$ cat src/rtl/exe_port_ctl.sv
// Execute-side issue port controller: accepts issued packets, tracks mult/addr occupancy,
// drives per-port ready, broadcasts pdest wakeups and holds memory requests until acknowledged.
module exe_port_ctl #(
  parameter int IS_INST_WIDTH   = 66,
  parameter int IS_BIT_INST_VLD = 65,
  parameter int IS_BIT_PDEST    = 44,
  parameter int IS_BIT_REGWRITE = 38,
  parameter int MUL_LAT         = 3
) (
  input  logic                     clk,
  input  logic                     rst_n,
  input  logic [IS_INST_WIDTH-1:0] mul_ins_to_rf,
  input  logic [IS_INST_WIDTH-1:0] alu1_ins_to_rf,
  input  logic [IS_INST_WIDTH-1:0] alu2_ins_to_rf,
  input  logic [IS_INST_WIDTH-1:0] adr_ins_to_rf,
  input  logic                     flush,
  input  logic                     mem_ack,
  output logic [3:0]               fun_rdy_frm_exe,
  output logic [3:0]               wkup_vld,
  output logic [23:0]              wkup_preg_flat,
  output logic                     adr_req_vld,
  output logic [IS_INST_WIDTH-1:0] adr_req_pkt
);

  localparam int CNT_W = (MUL_LAT > 2) ? $clog2(MUL_LAT) : 1;
  localparam logic [CNT_W-1:0] CNT_LOAD = CNT_W'(MUL_LAT - 1);
  localparam logic [CNT_W-1:0] CNT_ONE  = CNT_W'(1);

  typedef enum logic {
    ADR_IDLE = 1'b0,
    ADR_WAIT = 1'b1
  } adr_state_t;

  function automatic logic pkt_vld(input logic [IS_INST_WIDTH-1:0] pkt);
    return pkt[IS_BIT_INST_VLD];
  endfunction

  function automatic logic pkt_rw(input logic [IS_INST_WIDTH-1:0] pkt);
    return pkt[IS_BIT_REGWRITE];
  endfunction

  function automatic logic [5:0] pkt_pdest(input logic [IS_INST_WIDTH-1:0] pkt);
    return pkt[IS_BIT_PDEST -: 6];
  endfunction

  // Only a few fields of the mult/alu packets matter here; fold the rest away.
  logic unused_pkt_bits;
  assign unused_pkt_bits = ^{mul_ins_to_rf, alu1_ins_to_rf, alu2_ins_to_rf};

  logic [3:0]       ins_vld;
  logic [3:0]       ins_rw;
  logic [3:0]       acc_p0;

  logic [CNT_W-1:0] mul_cnt_p1;
  logic [CNT_W-1:0] mul_cnt_n;
  logic [5:0]       mul_pdest_p1;
  logic             mul_rw_p1;
  logic             mul_done;
  logic             mul_wk_rw;
  logic [5:0]       mul_wk_pdest;

  adr_state_t       adr_state;
  adr_state_t       adr_state_n;
  logic             adr_wk;

  logic [3:0]       fun_rdy_n;
  logic [3:0]       wkup_vld_n;
  logic [23:0]      wkup_preg_n;

  assign ins_vld = {pkt_vld(adr_ins_to_rf), pkt_vld(alu2_ins_to_rf),
                    pkt_vld(alu1_ins_to_rf), pkt_vld(mul_ins_to_rf)};
  assign ins_rw  = {pkt_rw(adr_ins_to_rf), pkt_rw(alu2_ins_to_rf),
                    pkt_rw(alu1_ins_to_rf), pkt_rw(mul_ins_to_rf)};
  assign acc_p0  = ins_vld & fun_rdy_frm_exe & {4{~flush}};

  // Multiplier occupancy: counter loaded at accept, wakeup when it steps 1 -> 0.
  always_comb begin
    mul_cnt_n = mul_cnt_p1;
    if (flush) begin
      mul_cnt_n = '0;
    end else if (acc_p0[0]) begin
      mul_cnt_n = CNT_LOAD;
    end else if (mul_cnt_p1 != '0) begin
      mul_cnt_n = mul_cnt_p1 - CNT_ONE;
    end
  end

  always_comb begin
    mul_done     = 1'b0;
    mul_wk_rw    = mul_rw_p1;
    mul_wk_pdest = mul_pdest_p1;
    if (!flush) begin
      if (acc_p0[0] && (MUL_LAT == 1)) begin
        mul_done     = 1'b1;
        mul_wk_rw    = ins_rw[0];
        mul_wk_pdest = pkt_pdest(mul_ins_to_rf);
      end else if (mul_cnt_p1 == CNT_ONE) begin
        mul_done = 1'b1;
      end
    end
  end

  // Address handshake FSM
  always_comb begin
    adr_state_n = adr_state;
    adr_wk      = 1'b0;
    if (flush) begin
      adr_state_n = ADR_IDLE;
    end else begin
      case (adr_state)
        ADR_IDLE: begin
          if (acc_p0[3]) adr_state_n = ADR_WAIT;
        end
        ADR_WAIT: begin
          if (mem_ack) begin
            adr_state_n = ADR_IDLE;
            adr_wk      = 1'b1;
          end
        end
        default: adr_state_n = ADR_IDLE;
      endcase
    end
  end

  always_comb begin
    fun_rdy_n = 4'b0000;
    if (!flush) begin
      fun_rdy_n[0] = (mul_cnt_n == '0);
      fun_rdy_n[1] = 1'b1;
      fun_rdy_n[2] = 1'b1;
      fun_rdy_n[3] = (adr_state_n == ADR_IDLE);
    end
  end

  // Preg slices are forced to zero whenever their valid bit is low.
  always_comb begin
    wkup_vld_n[0] = mul_done && mul_wk_rw;
    wkup_vld_n[1] = acc_p0[1] && ins_rw[1];
    wkup_vld_n[2] = acc_p0[2] && ins_rw[2];
    wkup_vld_n[3] = adr_wk && adr_req_pkt[IS_BIT_REGWRITE];
    wkup_preg_n   = '0;
    if (wkup_vld_n[0]) wkup_preg_n[5:0]   = mul_wk_pdest;
    if (wkup_vld_n[1]) wkup_preg_n[11:6]  = pkt_pdest(alu1_ins_to_rf);
    if (wkup_vld_n[2]) wkup_preg_n[17:12] = pkt_pdest(alu2_ins_to_rf);
    if (wkup_vld_n[3]) wkup_preg_n[23:18] = pkt_pdest(adr_req_pkt);
  end

  // Stage p1: control and output registers
  always_ff @(posedge clk or negedge rst_n) begin
    if (!rst_n) begin
      mul_cnt_p1      <= '0;
      adr_state       <= ADR_IDLE;
      fun_rdy_frm_exe <= 4'b0000;
      wkup_vld        <= 4'b0000;
      wkup_preg_flat  <= '0;
      adr_req_vld     <= 1'b0;
      adr_req_pkt     <= '0;
    end else begin
      mul_cnt_p1      <= mul_cnt_n;
      adr_state       <= adr_state_n;
      fun_rdy_frm_exe <= fun_rdy_n;
      wkup_vld        <= wkup_vld_n;
      wkup_preg_flat  <= wkup_preg_n;
      adr_req_vld     <= (adr_state_n == ADR_WAIT);
      if (acc_p0[3]) adr_req_pkt <= adr_ins_to_rf;
    end
  end

  always_ff @(posedge clk) begin
    if (acc_p0[0]) begin
      mul_pdest_p1 <= pkt_pdest(mul_ins_to_rf);
      mul_rw_p1    <= ins_rw[0];
    end
  end

  // An issue to a busy port is a selector bug; the packet is dropped in hardware.
  assert property (@(posedge clk) disable iff (!rst_n)
    (flush || ((ins_vld & ~fun_rdy_frm_exe) == 4'b0000)))
    else $error("valid packet issued to a busy execute port: vld=%b rdy=%b",
                ins_vld, fun_rdy_frm_exe);

endmodule

$ cat config.mk
export PLATFORM = sky130hd
export DESIGN_NAME = exe_port_ctl
export DESIGN_NICKNAME = d
export VERILOG_FILES = /design/src/rtl/exe_port_ctl.sv
export SDC_FILE = /design/constraint.sdc
export NUM_CORES = 1
export LEC_CHECK = 0
export CAP_MARGIN = 20
export CORE_AREA = 2 2 141 143
export CTS_BUF_LIST = sky130_fd_sc_hd__clkbuf_8 sky130_fd_sc_hd__clkbuf_16
export CTS_CLUSTER_DIAMETER = 60
export CTS_CLUSTER_SIZE = 28
export DETAILED_ROUTE_END_ITERATION = 6
export DIE_AREA = 0 0 143 145
export PLACE_DENSITY_LB_ADDON = 0.15
export REMOVE_ABC_BUFFERS = 1
export SLEW_MARGIN = 15
export SYNTH_ARGS = -nofsm -noshare
export SYNTH_HDL_FRONTEND = slang
export SYNTH_SLANG_ARGS = --single-unit
$ cat constraint.sdc
create_clock -name clk -period 3.45 [get_ports clk]
set_clock_uncertainty 0.15 [all_clocks]
set_input_delay 0.69 -clock clk [delete_from_list [all_inputs] [get_ports clk]]
set_output_delay 0.69 -clock clk [all_outputs]
set_load 0.1 [all_outputs]
==> flow_results.xml, run 1 <==
<?xml version="1.0" encoding="UTF-8"?>
<metrics>
  <group name="timing">
    <metric name="fmax" unit="MHz">456</metric>
    <metric name="time_the_final_worst_path_needs_with_i_o_delays_and_setup" unit="ns">2.19</metric>
    <metric name="timing_max_transition_violations_final" unit="">0</metric>
    <metric name="setup_viol_count_final" unit="">0</metric>
    <metric name="number_of_failing_hold_endpoints_at_the_final_stage" unit="">0</metric>
    <metric name="finalSetupTns" unit="ns">0</metric>
    <metric name="max_slew_margin" unit="%">51.2</metric>
    <metric name="worst_slew_pin_slew" unit="ns">0.733</metric>
    <metric name="rsz0062_at_grt" unit="">false</metric>
    <metric name="fin_crit_sh" unit="%">63.5</metric>
  </group>
  <group name="route">
    <metric name="count_of_unresolved_drc_violations_after_routing" unit="">0</metric>
    <metric name="drt-total-wl" unit="um">9920</metric>
    <metric name="avgRoutedWirePerCell" unit="um">14.4</metric>
    <metric name="ant_nets" unit="">0</metric>
    <metric name="drt_pre_antenna_iters" unit="">3</metric>
    <metric name="detail_routed_via_count_per_cell" unit="">3.68</metric>
    <metric name="route.vias.total" unit="">2542</metric>
    <metric name="detailedRoute.firstIterationViolations" unit="">62</metric>
  </group>
  <group name="global_route">
    <metric name="grt_first_pass_wirelength" unit="um">15100</metric>
    <metric name="maximum_number_of_pins_on_one_net_before_global_route_repair" unit="">53</metric>
    <metric name="grt_antenna_before_repair" unit="">0</metric>
    <metric name="global_route.overflow_total" unit="">0</metric>
    <metric name="number_of_global_route_vias_before_repair" unit="">2727</metric>
    <metric name="gr-usage-all-layers" unit="%">9.67</metric>
  </group>
  <group name="cts">
    <metric name="clockRootBuffer" unit="">sky130_fd_sc_hd__clkbuf_16</metric>
    <metric name="post_cts_buffers" unit="">0</metric>
    <metric name="cts_resized" unit="">0</metric>
    <metric name="h-tree-depth" unit="">3</metric>
    <metric name="cts_tree" unit="">yes</metric>
    <metric name="cts.clk_slew.worst_paths" unit="ns">0.09</metric>
    <metric name="clock-sinks" unit="">107</metric>
    <metric name="number_of_buffers_inserted_by_hold_repair_at_cts" unit="">0</metric>
    <metric name="tritoncts.num_buffers" unit="">9</metric>
    <metric name="cts_buffer_depth" unit="">2</metric>
    <metric name="insertion_delay" unit="ns">0.36</metric>
  </group>
  <group name="worst_setup_path">
    <metric name="critPathSlowestCell" unit="">sky130_fd_sc_hd__clkdlybuf4s50_1</metric>
    <metric name="worstPathMaxFanout" unit="">27</metric>
    <metric name="setup.worst_path.end" unit="">adr_req_pkt[30]$_DFFE_PN0P_</metric>
    <metric name="r2r_end" unit="">adr_req_pkt[30]$_DFFE_PN0P_</metric>
    <metric name="worstPathBufferInverterCount" unit="">2</metric>
    <metric name="r2r_slack" unit="ns">1.70</metric>
    <metric name="timing.critical_path.from_type" unit="">input port</metric>
    <metric name="timing.rr.start" unit="">fun_rdy_frm_exe[3]$_DFF_PN0_</metric>
    <metric name="worst-r2r-cell-count" unit="">3</metric>
    <metric name="total_number_of_cells_along_the_worst_setup_path" unit="">4</metric>
    <metric name="data_required_time_of_the_critical_path" unit="ns">3.54</metric>
    <metric name="critical_path.max_stage_delay" unit="ns">0.54</metric>
    <metric name="crit_path_start" unit="">adr_ins_to_rf[65]</metric>
    <metric name="critical_path_arrival" unit="ns">2.28</metric>
    <metric name="critical_path_class" unit="">input port to flop</metric>
    <metric name="critical-path-top-delay-family" unit="">buffers and inverters</metric>
    <metric name="ordered_list_of_cells_on_the_worst_path" unit="">clkdlybuf4s50_1, nand3b_4, buf_12, mux2_4</metric>
    <metric name="end_kind" unit="">flop</metric>
  </group>
  <group name="synthesis">
    <metric name="synth_top_area_cell" unit="">sky130_fd_sc_hd__dfrtp_1</metric>
    <metric name="synth_area" unit="mm2">0.00397</metric>
    <metric name="ys_types" unit="">20</metric>
    <metric name="sequential_fraction_of_the_synthesis_area" unit="%">68.3</metric>
    <metric name="synth_warnings" unit="">0</metric>
    <metric name="yosys-top-cells-area" unit="">sky130_fd_sc_hd__dfrtp_1, sky130_fd_sc_hd__mux2_4, sky130_fd_sc_hd__mux2_2</metric>
    <metric name="cell_count_after_synthesis" unit="">225</metric>
    <metric name="synthDominantCellAreaShare" unit="%">63.1</metric>
    <metric name="synth.ff_latch_count" unit="">107</metric>
    <metric name="syn_avg_cell_area" unit="um2">17.6</metric>
  </group>
  <group name="floorplanning">
    <metric name="start_util" unit="%">20.7</metric>
    <metric name="core-area" unit="mm2">0.0192</metric>
    <metric name="row_count" unit="">51</metric>
    <metric name="die_x" unit="um">143</metric>
    <metric name="i_o_pin_total" unit="">367</metric>
    <metric name="die_height" unit="um">145</metric>
    <metric name="floorplan.die_area" unit="mm2">0.0207</metric>
  </group>
  <group name="placement">
    <metric name="detailedPlacementHpwl" unit="um">7170</metric>
    <metric name="routabilityCongestion" unit="">0.683</metric>
    <metric name="io_buffers" unit="">192</metric>
  </group>
  <group name="layout">
    <metric name="layout-area-overhead-vs-synth" unit="%">58.1</metric>
    <metric name="final_layout_size_suffix_gt1_share" unit="%">44.0</metric>
    <metric name="antenna_cells_inserted" unit="">0</metric>
    <metric name="layout.nets" unit="">688</metric>
    <metric name="final.fill_count" unit="">1935</metric>
  </group>
  <group name="power">
    <metric name="p_leak" unit="uW">0.00299</metric>
    <metric name="power-per-cell-area" unit="mW/mm2">776</metric>
    <metric name="vdd_ir_drop_max" unit="mV">0.284</metric>
    <metric name="power.total" unit="uW">4870</metric>
  </group>
  <group name="flow_run">
    <metric name="max_cap_viol_count" unit="">0</metric>
  </group>
  <group name="hold_path">
    <metric name="worst_hold_path_type" unit="">input port to async pin</metric>
  </group>
  <group name="run_status">
    <metric name="outcome" unit="">finished clean</metric>
  </group>
</metrics>
[worst min-delay path by stage]
stage | startpoint | end
final | rst_n | wkup_preg_flat[0]$_DFF_PN0_
after global routing | rst_n | wkup_preg_flat[0]$_DFF_PN0_
after CTS | rst_n | adr_req_pkt[13]$_DFFE_PN0P_
after detailed placement | mul_pdest_p1[2]$_DFFE_PP_ | wkup_preg_flat[2]$_DFF_PN0_
after global placement | mul_pdest_p1[1]$_DFFE_PP_ | wkup_preg_flat[1]$_DFF_PN0_
after floorplan | rst_n | adr_req_pkt[0]$_DFFE_PN0P_
[layout by cell type, fill, tap and decap left out]
master                            Yosys  final
sky130_fd_sc_hd__edfxtp_1             7      7
sky130_fd_sc_hd__nor2_1               1      1
sky130_fd_sc_hd__clkdlybuf4s50_1      0     92
sky130_fd_sc_hd__inv_12               0      1
sky130_fd_sc_hd__inv_8                0      4
sky130_fd_sc_hd__nand3b_1             1      1
sky130_fd_sc_hd__bufinv_16            0      1
sky130_fd_sc_hd__buf_12               0      3
sky130_fd_sc_hd__nand2b_1             2      2
sky130_fd_sc_hd__and4b_1              4      4
sky130_fd_sc_hd__dfrtp_1            100    100
sky130_fd_sc_hd__and3_1               1      1
sky130_fd_sc_hd__a21oi_1              2      2
sky130_fd_sc_hd__a211oi_1             1      1
sky130_fd_sc_hd__clkbuf_16            0      9
sky130_fd_sc_hd__and2_1              24     24
sky130_fd_sc_hd__mux2_2              26     26
sky130_fd_sc_hd__nand2_1              2      2
sky130_fd_sc_hd__and4bb_2             1      1
sky130_fd_sc_hd__clkinv_8             0      1
sky130_fd_sc_hd__nand3b_4             1      1
sky130_fd_sc_hd__mux2_4              39     39
sky130_fd_sc_hd__inv_1                1      1
sky130_fd_sc_hd__buf_4                1    101
[cell usage after synthesis (all sizes together)]
library cell / count
clkbuf: 3
edfxtp: 7
nand3b: 2
nand2: 2
and2: 24
a211oi: 1
and3: 1
inv: 1
nand2b: 2
a21oi: 2
mux2: 65
nor2: 1
and4bb: 1
dfrtp: 100
and4b: 4
buf: 9
[state kept, by name, summed over array words and instances (netlist names)]
name and count:
adr_req_pkt 66, wkup_preg_flat 24, mul_pdest_p1 6, wkup_vld 4, fun_rdy_frm_exe 3, mul_cnt_p1 2, adr_state 1, mul_rw_p1 1
[power breakdown]
group          internal (uW)  total, uW  switching (uW)
logic                    539       2150            1620
registers               1460       1560             108
clock network            601       1150             549
total                   2600       4870            2270
[metal layers]
layer	global-route usage (%)	part of all wire, %
met2	14.8	46
met3	5.91	12
met5	0	0
met1	11.0	40
met4	3.42	1.5
[worst reg2reg max path, stage by stage (launching register included)]
cell	delay, ns
sky130_fd_sc_hd__dfrtp_1	0.42
sky130_fd_sc_hd__nand3b_4	0.39
sky130_fd_sc_hd__buf_12	0.34
sky130_fd_sc_hd__mux2_4	0.33
[stage by stage]
| stage | hold slack (ns) | utilization (%) | area [um2] | std cells | setup WS, ns |
|---|---|---|---|---|---|
| 6_report | 0.210 | 32.7 | 6280 | 690 | 1.26 |
| 5_1_grt | 0.263 | 32.7 | 6280 | 690 | 1.18 |
| 4_1_cts | 0.263 | 32.7 | 6280 | 690 | 1.23 |
| 3_5_place_dp | 0.291 | 30.9 | 5940 | 674 | 0.837 |
| 3_3_place_gp | 0.279 | 30.9 | 5940 | 674 | 0.857 |
| 2_1_floorplan | 0.244 | - | 3870 | 213 | 0.768 |
[area by class of cell]
class | instances | area [um2] | share of cell area, %
well taps | 265 | 332 | 5.28
flip-flops and latches | 107 | 2710 | 43.2
multi-input cells | 105 | 1160 | 18.4
clock inverters | 7 | 108 | 1.71
inverters | 1 | 3.75 | 0.0598
repair buffers | 196 | 1740 | 27.7
clock buffers | 9 | 225 | 3.59
[cell families (layout without fill, tap and decap cells)]
family	Yosys count	count (layout)	share of synthesized area, %
AND/OR/NAND/NOR	37	37	6.56
buffers and inverters	13	213	2.52
multiplexers	65	65	22.1
AO/OA/AOI/OAI	3	3	0.441
flip-flops	107	107	68.3
Power figures use the tool's default switching activity.
==> run 2: changes to the inputs <==
Settings changed: CORE_AREA 2 2 141 143 to 2 2 142 144, DIE_AREA 0 0 143 145 to 0 0 144 146.
Clock period 3.45 ns to 1.85 ns, I/O delays scaled along.
==> run 2 against run 1 <==
  * Combinational power up 130%
  * Worst hold slack better by 0.091 ns
  * Sequential power up 99%
  * First-iteration DRC count up 21%
  * Wire length up 1.5%
  * Sequential share of layout area down 7.1 points
  * Register-to-register slack worse by 1.4 ns
  * Count of clock-buffer cells in the layout unchanged
  * Clock power up 63%
  * Die area up 1.4%
  * Non-clock buffer count up 4
  * Global-route usage up 0.19 points
  * Critical path type unchanged
==> flow_results.xml, run 2 (synthesis results as in run 1) <==
<?xml version="1.0" encoding="UTF-8"?>
<metrics>
  <group name="worst_setup_path">
    <metric name="data_required_time_of_the_critical_path" unit="ns">1.93</metric>
    <metric name="worstPathBufferInverterCount" unit="">2</metric>
    <metric name="critical_path.max_stage_delay" unit="ns">0.50</metric>
    <metric name="worstPathMaxFanout" unit="">34</metric>
    <metric name="critPathSlowestCell" unit="">sky130_fd_sc_hd__clkdlybuf4s50_1</metric>
    <metric name="end_kind" unit="">flop</metric>
    <metric name="critical-path-top-delay-family" unit="">buffers and inverters</metric>
    <metric name="ordered_list_of_cells_on_the_worst_path" unit="">clkdlybuf4s50_1, nand3b_4, buf_12, mux2_2</metric>
    <metric name="critical_path_arrival" unit="ns">1.69</metric>
    <metric name="critical_path_class" unit="">input port to flop</metric>
    <metric name="timing.critical_path.from_type" unit="">input port</metric>
  </group>
  <group name="placement">
    <metric name="dpl.cell_count" unit="">677</metric>
    <metric name="routabilityCongestion" unit="">0.702</metric>
    <metric name="io_buffers" unit="">192</metric>
    <metric name="detailedPlacementHpwl" unit="um">7660</metric>
  </group>
  <group name="cts">
    <metric name="h-tree-depth" unit="">3</metric>
    <metric name="insertion_delay" unit="ns">0.35</metric>
    <metric name="post_cts_buffers" unit="">0</metric>
    <metric name="tritoncts.num_buffers" unit="">9</metric>
    <metric name="cts_tree" unit="">yes</metric>
    <metric name="cts_resized" unit="">0</metric>
    <metric name="cts.clk_slew.worst_paths" unit="ns">0.08</metric>
    <metric name="cts_buffer_depth" unit="">2</metric>
    <metric name="number_of_buffers_inserted_by_hold_repair_at_cts" unit="">1</metric>
    <metric name="clockRootBuffer" unit="">sky130_fd_sc_hd__clkbuf_16</metric>
    <metric name="clock-sinks" unit="">107</metric>
  </group>
  <group name="floorplanning">
    <metric name="start_util" unit="%">20.5</metric>
    <metric name="row_count" unit="">51</metric>
    <metric name="die_x" unit="um">144</metric>
    <metric name="core-area" unit="mm2">0.0193</metric>
    <metric name="die_height" unit="um">146</metric>
    <metric name="i_o_pin_total" unit="">367</metric>
    <metric name="floorplan.die_area" unit="mm2">0.0210</metric>
  </group>
  <group name="timing">
    <metric name="hold_ws" unit="ns">0.301</metric>
    <metric name="max_slew_margin" unit="%">76.8</metric>
    <metric name="worst_slew_pin_slew" unit="ns">0.348</metric>
    <metric name="rsz0062_at_grt" unit="">false</metric>
    <metric name="fmax" unit="MHz">620</metric>
    <metric name="time_the_final_worst_path_needs_with_i_o_delays_and_setup" unit="ns">1.61</metric>
    <metric name="setup_viol_count_final" unit="">0</metric>
    <metric name="number_of_failing_hold_endpoints_at_the_final_stage" unit="">0</metric>
    <metric name="timing_max_transition_violations_final" unit="">0</metric>
    <metric name="fin_crit_sh" unit="%">87.1</metric>
  </group>
  <group name="power">
    <metric name="vdd_ir_drop_max" unit="mV">0.449</metric>
    <metric name="p_leak" unit="uW">0.00338</metric>
    <metric name="power-per-cell-area" unit="mW/mm2">1320</metric>
  </group>
  <group name="layout">
    <metric name="top_register" unit="">adr_req_pkt</metric>
    <metric name="layout-area-overhead-vs-synth" unit="%">89.2</metric>
    <metric name="largest_register_ffs" unit="">66</metric>
    <metric name="top_regs" unit="">adr_req_pkt (66), wkup_preg_flat (24), mul_pdest_p1 (6)</metric>
    <metric name="antenna_cells_inserted" unit="">0</metric>
    <metric name="layout.cells.most_common" unit="">sky130_fd_sc_hd__buf_12</metric>
    <metric name="highest_count_cells_in_the_layout_ignoring_fill_and_taps" unit="">sky130_fd_sc_hd__buf_12, sky130_fd_sc_hd__dfrtp_1, sky130_fd_sc_hd__clkdlybuf4s50_1, sky130_fd_sc_hd__mux2_4, sky130_fd_sc_hd__mux2_2</metric>
    <metric name="final_layout_size_suffix_gt1_share" unit="%">44.3</metric>
    <metric name="layout.nets" unit="">692</metric>
    <metric name="finalNonFillerCells" unit="">694</metric>
  </group>
  <group name="route">
    <metric name="route.vias.total" unit="">2551</metric>
    <metric name="count_of_unresolved_drc_violations_after_routing" unit="">0</metric>
    <metric name="ant_nets" unit="">0</metric>
    <metric name="detailedRoute.firstIterationViolations" unit="">75</metric>
    <metric name="avgRoutedWirePerCell" unit="um">14.5</metric>
    <metric name="drt-total-wl" unit="um">10100</metric>
    <metric name="detail_routed_via_count_per_cell" unit="">3.68</metric>
    <metric name="drt_pre_antenna_iters" unit="">2</metric>
  </group>
  <group name="hold_path">
    <metric name="worst_hold_path_type" unit="">input port to async pin</metric>
  </group>
  <group name="global_route">
    <metric name="global_route.overflow_total" unit="">0</metric>
    <metric name="grt_first_pass_wirelength" unit="um">15700</metric>
    <metric name="grt_antenna_before_repair" unit="">0</metric>
    <metric name="number_of_global_route_vias_before_repair" unit="">2729</metric>
    <metric name="maximum_number_of_pins_on_one_net_before_global_route_repair" unit="">35</metric>
    <metric name="gr-usage-all-layers" unit="%">9.86</metric>
  </group>
  <group name="flow_run">
    <metric name="max_cap_viol_count" unit="">0</metric>
  </group>
  <group name="run_status">
    <metric name="outcome" unit="">finished clean</metric>
  </group>
</metrics>
## run 2: report_power, final
part           internal [uW]  total, uW  switching, uW
Clock                    939       1870            935
Sequential              2720       3100            387
Combinational           1910       4930           3020
## run 2: through the flow
stage                     setup WS [ns]  cell area (um2)  setup TNS, ns  power [uW]  util [%]
after floorplan                  -0.832             3870         -61.17        6010         -
after global placement           -0.114             7220          -4.44        8110      37.3
after detailed placement         -0.139             7220          -5.72        8130      37.3
after CTS                         0.247             7510              0       10100      38.8
after global routing              0.187             7510              0       10300      38.8
final                             0.238             7510              0        9910      38.8
## run 2: routing by layer
metal / track usage [%] / vias up / routed length, um
li1: - / 1166 / -
met1: 11.5 / 1249 / 3940
met2: 14.8 / 129 / 4600
met3: 6.61 / 7 / 1430
met4: 2.79 / 0 / 100
met5: 0 / - / 0
## run 2: cell type report
cell class / instances / area, um2
fill: 1804 / 11800
timing repair buffer: 200 / 3020
sequential: 107 / 2710
multi-input combinational: 105 / 1160
tap: 265 / 332
clock buffer: 9 / 225
clock inverter: 7 / 58.8
inverter: 1 / 3.75
## run 2: path summary, 6_finish.rpt
path	start	endpoint	slack [ns]	cells after the start
min in group clk	mul_pdest_p1[0]$_DFFE_PP_	wkup_preg_flat[0]$_DFF_PN0_	0.30	1
hold reg to reg	mul_pdest_p1[0]$_DFFE_PP_	wkup_preg_flat[0]$_DFF_PN0_	0.30	1
setup / recovery	flush	adr_req_pkt[4]$_DFFE_PN0P_	0.24	4
max in group asynchronous	rst_n	adr_req_pkt[45]$_DFFE_PN0P_	0.73	3
hold / removal	rst_n	wkup_vld[0]$_DFF_PN0_	0.30	2
setup reg to reg	fun_rdy_frm_exe[3]$_DFF_PN0_	adr_req_pkt[4]$_DFFE_PN0P_	0.34	3
